[src/rtl/checked_adder_pipe_pkg.sv]
// Shared types for the checked add/subtract pipeline: opcode, per-beat flags
// and a width-generic stage payload.
package arith_pkg;

    typedef enum logic {
        OP_ADD = 1'b0,
        OP_SUB = 1'b1
    } op_e;

    typedef struct packed {
        logic ovf;
        logic eq;
        logic lt;
    } flags_t;

    localparam int unsigned FLAGS_W = $bits(flags_t);

endpackage

// Stage payload for a given operand width; expands to a packed struct type.
`define ARITH_PAYLOAD_T(PW) struct packed { logic [(PW)-1:0] result; arith_pkg::flags_t flags; }

[src/rtl/checked_adder_pipe_if.sv]
// Operand and result handshake channels of checked_adder_pipe.
interface checked_adder_pipe_if #(
    parameter int unsigned W = 8
) ();
    import arith_pkg::*;

    logic         in_valid;
    logic         in_ready;
    op_e          op;
    logic [W-1:0] a;
    logic [W-1:0] b;
    logic         out_valid;
    logic         out_ready;
    logic [W-1:0] result;
    logic         ovf;
    logic         eq;
    logic         lt;

    modport master (
        output in_valid, op, a, b, out_ready,
        input  in_ready, out_valid, result, ovf, eq, lt
    );

    modport slave (
        input  in_valid, op, a, b, out_ready,
        output in_ready, out_valid, result, ovf, eq, lt
    );

endinterface

[src/rtl/checked_adder_pipe_stage.sv]
// One enabled pipeline register carrying a valid bit and an opaque payload.
module arith_pipe_stage #(
    parameter int unsigned PW = 8
) (
    input  logic          clk,
    input  logic          rst_n,
    input  logic          en_i,
    input  logic          valid_i,
    input  logic [PW-1:0] data_i,
    output logic          valid_o,
    output logic [PW-1:0] data_o
);

    logic          valid_q;
    logic [PW-1:0] data_q;

    always_ff @(posedge clk or negedge rst_n) begin
        if (!rst_n) begin
            valid_q <= 1'b0;
            data_q  <= '0;
        end else if (en_i) begin
            valid_q <= valid_i;
            data_q  <= data_i;
        end
    end

    assign valid_o = valid_q;
    assign data_o  = data_q;

endmodule

[src/rtl/checked_adder_pipe.sv]
// Pipelined add/subtract with optional saturation, per-beat compare flags and
// saturating event counters with a sticky overflow indicator.
module checked_adder_pipe
    import arith_pkg::*;
#(
    parameter int unsigned W     = 8,
    parameter int unsigned DEPTH = 2,
    parameter bit          SAT   = 1'b0,
    parameter int unsigned CNT_W = 16
) (
    input  logic                 clk,
    input  logic                 rst_n,
    checked_adder_pipe_if.slave  bus,
    input  logic                 clr_cnt,
    output logic [CNT_W-1:0]     ovf_cnt,
    output logic [CNT_W-1:0]     eq_cnt,
    output logic                 err_sticky
);

    typedef `ARITH_PAYLOAD_T(W) payload_t;
    localparam int unsigned PW = $bits(payload_t);

    logic en_c;
    logic xfer_c;

    // Global stall: every stage moves together whenever the output is free.
    assign en_c         = !bus.out_valid || bus.out_ready;
    assign bus.in_ready = en_c;
    assign xfer_c       = bus.out_valid && bus.out_ready;

    logic [W:0] raw_c;
    payload_t   calc_c;

    always_comb begin
        if (bus.op == OP_SUB) raw_c = {1'b0, bus.a} - {1'b0, bus.b};
        else                  raw_c = {1'b0, bus.a} + {1'b0, bus.b};
        calc_c.flags.ovf = raw_c[W];
        calc_c.flags.eq  = (bus.a == bus.b);
        calc_c.flags.lt  = (bus.a < bus.b);
        calc_c.result    = raw_c[W-1:0];
        if (SAT && raw_c[W]) calc_c.result = (bus.op == OP_SUB) ? '0 : '1;
    end

    logic     s0_vld_q;
    payload_t s0_pay_q;

    always_ff @(posedge clk or negedge rst_n) begin
        if (!rst_n) begin
            s0_vld_q <= 1'b0;
            s0_pay_q <= '0;
        end else if (en_c) begin
            s0_vld_q <= bus.in_valid;
            s0_pay_q <= calc_c;
        end
    end

    logic     [DEPTH-1:0] vld_w;
    payload_t [DEPTH-1:0] pay_w;

    assign vld_w[0] = s0_vld_q;
    assign pay_w[0] = s0_pay_q;

    for (genvar i = 1; i < DEPTH; i++) begin : g_stage
        arith_pipe_stage #(.PW(PW)) u_stage (
            .clk     (clk),
            .rst_n   (rst_n),
            .en_i    (en_c),
            .valid_i (vld_w[i-1]),
            .data_i  (pay_w[i-1]),
            .valid_o (vld_w[i]),
            .data_o  (pay_w[i])
        );
    end

    payload_t out_p;
    assign out_p         = pay_w[DEPTH-1];
    assign bus.out_valid = vld_w[DEPTH-1];
    assign bus.result    = out_p.result;
    assign bus.ovf       = out_p.flags.ovf;
    assign bus.eq        = out_p.flags.eq;
    assign bus.lt        = out_p.flags.lt;

    function automatic logic [CNT_W-1:0] sat_inc(input logic [CNT_W-1:0] c);
        return (&c) ? c : c + CNT_W'(1);
    endfunction

    logic [CNT_W-1:0] ovf_cnt_q, ovf_cnt_d;
    logic [CNT_W-1:0] eq_cnt_q, eq_cnt_d;
    logic             err_q, err_d;

    // Clear wins over a same-cycle event, which is then lost.
    always_comb begin
        ovf_cnt_d = ovf_cnt_q;
        eq_cnt_d  = eq_cnt_q;
        err_d     = err_q;
        if (clr_cnt) begin
            ovf_cnt_d = '0;
            eq_cnt_d  = '0;
            err_d     = 1'b0;
        end else if (xfer_c) begin
            if (out_p.flags.ovf) begin
                ovf_cnt_d = sat_inc(ovf_cnt_q);
                err_d     = 1'b1;
            end
            if (out_p.flags.eq) eq_cnt_d = sat_inc(eq_cnt_q);
        end
    end

    always_ff @(posedge clk or negedge rst_n) begin
        if (!rst_n) begin
            ovf_cnt_q <= '0;
            eq_cnt_q  <= '0;
            err_q     <= 1'b0;
        end else begin
            ovf_cnt_q <= ovf_cnt_d;
            eq_cnt_q  <= eq_cnt_d;
            err_q     <= err_d;
        end
    end

    assign ovf_cnt    = ovf_cnt_q;
    assign eq_cnt     = eq_cnt_q;
    assign err_sticky = err_q;

endmodule

[src/flat_wrapper.sv]
// flat-port wrapper written by rule: the top's interface ports become plain ports
module checked_adder_pipe_flat import arith_pkg::*;
#(
    parameter int unsigned W     = 8,
    parameter int unsigned DEPTH = 2,
    parameter bit          SAT   = 1'b0,
    parameter int unsigned CNT_W = 16
)
  (clk, rst_n, clr_cnt, ovf_cnt, eq_cnt, err_sticky, bus_in_valid, bus_op, bus_a, bus_b, bus_out_ready, bus_in_ready, bus_out_valid, bus_result, bus_ovf, bus_eq, bus_lt);
  checked_adder_pipe_if #(.W(W)) bus_i ();
  input  logic clk;
  input  logic rst_n;
  input  logic clr_cnt;
  output logic [CNT_W-1:0] ovf_cnt;
  output logic [CNT_W-1:0] eq_cnt;
  output logic err_sticky;
  input wire logic [$bits(bus_i.in_valid)-1:0] bus_in_valid;
  input wire logic [$bits(bus_i.op)-1:0] bus_op;
  input wire logic [$bits(bus_i.a)-1:0] bus_a;
  input wire logic [$bits(bus_i.b)-1:0] bus_b;
  input wire logic [$bits(bus_i.out_ready)-1:0] bus_out_ready;
  output wire logic [$bits(bus_i.in_ready)-1:0] bus_in_ready;
  output wire logic [$bits(bus_i.out_valid)-1:0] bus_out_valid;
  output wire logic [$bits(bus_i.result)-1:0] bus_result;
  output wire logic [$bits(bus_i.ovf)-1:0] bus_ovf;
  output wire logic [$bits(bus_i.eq)-1:0] bus_eq;
  output wire logic [$bits(bus_i.lt)-1:0] bus_lt;
  assign bus_i.in_valid = bus_in_valid;
  assign bus_i.op = bus_op;
  assign bus_i.a = bus_a;
  assign bus_i.b = bus_b;
  assign bus_i.out_ready = bus_out_ready;
  assign bus_in_ready = bus_i.in_ready;
  assign bus_out_valid = bus_i.out_valid;
  assign bus_result = bus_i.result;
  assign bus_ovf = bus_i.ovf;
  assign bus_eq = bus_i.eq;
  assign bus_lt = bus_i.lt;
  checked_adder_pipe #(.W(W), .DEPTH(DEPTH), .SAT(SAT), .CNT_W(CNT_W)) u_core (.clk(clk), .rst_n(rst_n), .bus(bus_i), .clr_cnt(clr_cnt), .ovf_cnt(ovf_cnt), .eq_cnt(eq_cnt), .err_sticky(err_sticky));
endmodule
[config.mk]
export PLATFORM = sky130hd
export DESIGN_NAME = checked_adder_pipe_flat
export DESIGN_NICKNAME = d
export VERILOG_FILES = /design/src/rtl/checked_adder_pipe_pkg.sv /design/src/rtl/checked_adder_pipe_if.sv /design/src/rtl/checked_adder_pipe_stage.sv /design/src/rtl/checked_adder_pipe.sv /design/src/flat_wrapper.sv
export SDC_FILE = /design/constraint.sdc
export NUM_CORES = 1
export LEC_CHECK = 0
export CAP_MARGIN = 25
export CORE_ASPECT_RATIO = 0.75
export CORE_UTILIZATION = 52
export CTS_BUF_LIST = sky130_fd_sc_hd__clkbuf_16
export DETAILED_ROUTE_END_ITERATION = 6
export PLACE_DENSITY = 0.92
export SLEW_MARGIN = 20
export SYNTH_ARGS = -nofsm -noshare
export SYNTH_HDL_FRONTEND = slang
export SYNTH_SLANG_ARGS = --single-unit
[constraint.sdc]
create_clock -name clk -period 1.85 [get_ports clk]
set_input_delay 0.2775 -clock clk [delete_from_list [all_inputs] [get_ports clk]]
set_output_delay 0.2775 -clock clk [all_outputs]
set_load 0.03 [all_outputs]
==> reports/results.md <==
| Parameter | This run | Unit |
| --- | --- | --- |
| Result of the run | complete, no violations | - |
| Share of cells above drive strength 1 | 0.2000 | - |
| CTS sink count | 57 | - |
| Final instance area | 4805 | um^2 |
| Maximum number of pins on one net before global-route repair | 58 | - |
| IR Drop Worst-Case VDD | 0.7475 | mV |
| Total chip power | 0.003920 | W |
| Post-Synth Simple-Gate Area | 0.2545 | - |
| Setup clock skew after layout | 4.615 | ps |
| Pin slew with the least headroom to its limit | 562.5 | ps |
| Grt total ovfl | 0 | - |
| Sequential element share of the synthesized area | 0.4247 | - |
| Post-Synthesis Cells | 375 | - |
| Post-Place Cells | 543 | - |
| Count of synthesis-stage warnings from yosys | 0 | - |
| Count of nets after finishing | 522 | - |
| Count of distinct cell types in the synthesized netlist | 52 | - |
| Total negative slack for setup checks | 0 | ps |
| Clock tree from TritonCTS | yes | - |
| Post-detailed-route wirelength per cell | 16.10 | um |
| Post-synthesis instance area | 3358 | um^2 |
| Setup violation total in the final timing report | 0 | - |
| Root buffer cell | sky130_fd_sc_hd__clkbuf_16 | - |
| Horizontal extent of the die | 94.80 | um |
| Die height | 71.60 | um |
| Area of the multi-input gates | 1939 | um^2 |
| Routed vias/inst | 5.705 | - |
| Slowest cell on the critical path | sky130_fd_sc_hd__or3_1 | - |
| Met3 demand-to-capacity share in global routing | 0.07537 | - |
| Peak clock frequency supported by timing | 553.3 | MHz |
| CP startpoint kind | input port | - |
| Clock transition at the register clock pins on the worst setup and hold paths after CTS | 50 | ps |
| Count of unresolved DRC violations after routing | 0 | - |
| Slew margin rel. | 0.6236 | - |
| Post-synthesis adder-cell area fraction | 0.07899 | - |
| Required time of the worst setup path | 2040 | ps |
| Layer with the highest usage | met2 | - |
| Register-to-Register Setup Slack | 90 | ps |
| Top fanout value on the critical path | 4 | - |
| Maximum level of the CTS H-tree | 3 | - |
| Antenna violations before repair | 0 | - |
| Primary flip-flop cell chosen by synthesis mapping | sky130_fd_sc_hd__dfrtp_1 | - |
| Main combinational cell family by area after synthesis | simple AND/OR/NAND/NOR gates | - |
| Sequential cell area | 1429 | um^2 |
| Met2 track demand over resource | 0.4628 | - |
| Final worst-path cycle share | 0.9769 | - |
| Via count of the first global-routing pass | 3057 | - |
| Most frequent standard cell in the layout excluding fill and tap cells | sky130_fd_sc_hd__nand2_1 | - |
| Async SR Flop Fraction | 1.000 | - |
| Average instance area after synthesis | 8.955 | um^2 |
| Synthesized net count | 417 | - |
| Synth-to-layout area growth | 43.07 | % |
| Commonest cells after routing, fill and taps aside | sky130_fd_sc_hd__nand2_1, sky130_fd_sc_hd__dfrtp_1, sky130_fd_sc_hd__clkdlybuf4s50_1 | - |
| Later-pin clock latency in the skew report | 320 | ps |
| Input/output buffers | 67 | - |
| Final GP Congestion | 0.9108 | - |
| Total number of placement rows | 24 | - |
| Total placed instance area | 4382 | um^2 |
| Number of diodes added for antenna fixing | 0 | - |
| Post-layout minimum cycle time | 1807 | ps |
| HPWL Detailed | 6236 | um |
| I/O Pins | 68 | - |
| Critical Path Max Stage Delay | 360 | ps |
| Number of filler instances in the final layout | 366 | - |
| Final WL | 9062 | um |
| Worst Path Arrival | 2000 | ps |
| Power per cell area | 815.9 | nW/um^2 |
| Number of vias after detailed routing | 3212 | - |
| Global routing met1 resource utilization | 0.3528 | - |
| Mux contribution to synthesized area | 0.005961 | - |
| Final slew viol count | 0 | - |
| Number of synthesized flops with an enable pin | 0 | - |
| Standby leakage power | 2.127 | nW |
| Number of synthesized register bits | 57 | - |
| Worst-path cell chain | clkdlybuf4s15_1 > inv_2 > ha_4 > nor2b_4 > a211o_1 > a221oi_4 > o41ai_1 > or3_1 | - |
| Post-Synth XOR/XNOR Area | 0.07563 | - |
| Wire length of the first global-routing pass | 14360 | um |
| # Max-Cap Violations | 0 | - |
| DIE AREA | 6787 | um^2 |
| Crit end category | flip-flop | - |
| Routed Antenna Nets | 0 | - |
| Compound-gate portion of the synthesized area | 0.1099 | - |
| Number of DRC markers in iteration 0 | 270 | - |
| Clock Path Buffers | 2 | - |
| Number of buffers added by the clock tree synthesis step | 9 | - |
| Final cell count without fillers | 563 | - |
| Router iterations before antenna repair | 5 | - |
| Crit Path Class | input port to flip-flop | - |
| Core Area | 6006 | um^2 |
| Global router's overall resource usage | 0.2790 | - |
| Endpoints failing hold | 0 | - |
| Min-Delay Path Class | flip-flop to flip-flop | - |
| Unrepaired setup endpoints after global routing | yes | - |
| Initial core utilization | 0.5592 | - |
==> repair_timing <==
action,in CTS,in global routing
hold endpoints to repair,57,0
hold buffers,1,0
endpoints found under the setup margin,7,16
pin swaps,13,10
resized for setup,29,26
buffers inserted,0,3
==> metal layers <==
metal | wire length, um | vias to the layer above
met5 | 0 | -
met4 | 202 | 0
met3 | 563 | 24
met2 | 4508 | 136
met1 | 3786 | 1544
li1 | - | 1508
==> worst max-delay path, delay by kind of cell <==
family / cells / cell delay, ps
AO/OA/AOI/OAI: 3 / 720
AND/OR/NAND/NOR: 2 / 480
buffers and inverters: 2 / 260
adder cells (fa/ha/maj): 1 / 250
==> final cells by class <==
cell class | count | share of cell area
clock buffer | 9 | 0.04687
timing repair buffer | 109 | 0.2010
multi-input combinational | 279 | 0.4036
tap | 78 | 0.02031
inverter | 24 | 0.01953
sequential | 57 | 0.2974
clock inverter | 7 | 0.01120
==> through the flow <==
step / hold WS [ps] / util / worst slack, ps
2_1_floorplan: -18.09 / - / -13.86
3_5_place_dp: 299.2 / 0.7296 / -643.3
3_3_place_gp: 295.5 / 0.7296 / -607.1
4_1_cts: 461.0 / 0.7869 / 15.42
6_report: 458.8 / 0.8000 / 42.66
5_1_grt: 474.7 / 0.8000 / -47.32
==> cells by family (layout without fill, tap and decap cells) <==
family | after synthesis | in the layout
xor+xnor | 29 | 29
buf+inv | 39 | 149
mux | 2 | 2
compound gates | 55 | 55
simple gates | 173 | 173
fa+ha+maj | 20 | 20
flops | 57 | 57
==> report_power, final <==
part	total [W]	internal [W]	leakage, nW	switching, W
clock	0.00153	0.00101	0.144	0.000520
combinational	0.000921	0.000405	1.24	0.000516
sequential	0.00147	0.00138	0.744	0.0000896
total	0.00392	0.00279	2.13	0.00113
==> worst paths after layout <==
path	from	depth (start not counted)	endpoint
worst max-delay path	bus_b[2]	8	u_core.pay_w[10]
worst min-delay path	u_core.s0_vld_q	1	u_core.g_stage[1].u_stage.valid_o
worst max register to register	u_core.ovf_cnt[0]	7	u_core.ovf_cnt[6]
worst min register to register	u_core.s0_vld_q	1	u_core.g_stage[1].u_stage.valid_o
max in group asynchronous	rst_n	3	u_core.ovf_cnt[0]
min in group asynchronous	rst_n	3	u_core.g_stage[1].u_stage.data_o[9]
==> state kept, by name (all words and copies together), names as in the netlist <==
name,cells
u_core.pay_w,11
u_core.ovf_cnt,16
u_core.eq_cnt,16
u_core.s0_vld_q,1
u_core.g_stage.u_stage.valid_o,1
u_core.err_sticky,1
u_core.g_stage.u_stage.data_o,11
==> cells in the mapped netlist, drive strengths merged (3+ instances only) <==
master,number,share of area
nand2,61,0.068
dfrtp,57,0.42
nor2,40,0.045
inv,24,0.027
xnor2,24,0.063
ha,18,0.067
a21oi,14,0.021
nand3,14,0.021
nor3,13,0.023
o21ai,11,0.016
buf,9,0.017
nand4,9,0.019
nor4,8,0.017
a31oi,6,0.011
clkbuf,6,0.0067
o31ai,5,0.011
xor2,5,0.013
and3,4,0.0075
nand2b,4,0.0075
a211oi,3,0.0067
and4,3,0.0078
nor2b,3,0.0078
nor4b,3,0.0078
o41ai,3,0.0078
or3,3,0.0056
(Power assumes the default switching activity.)
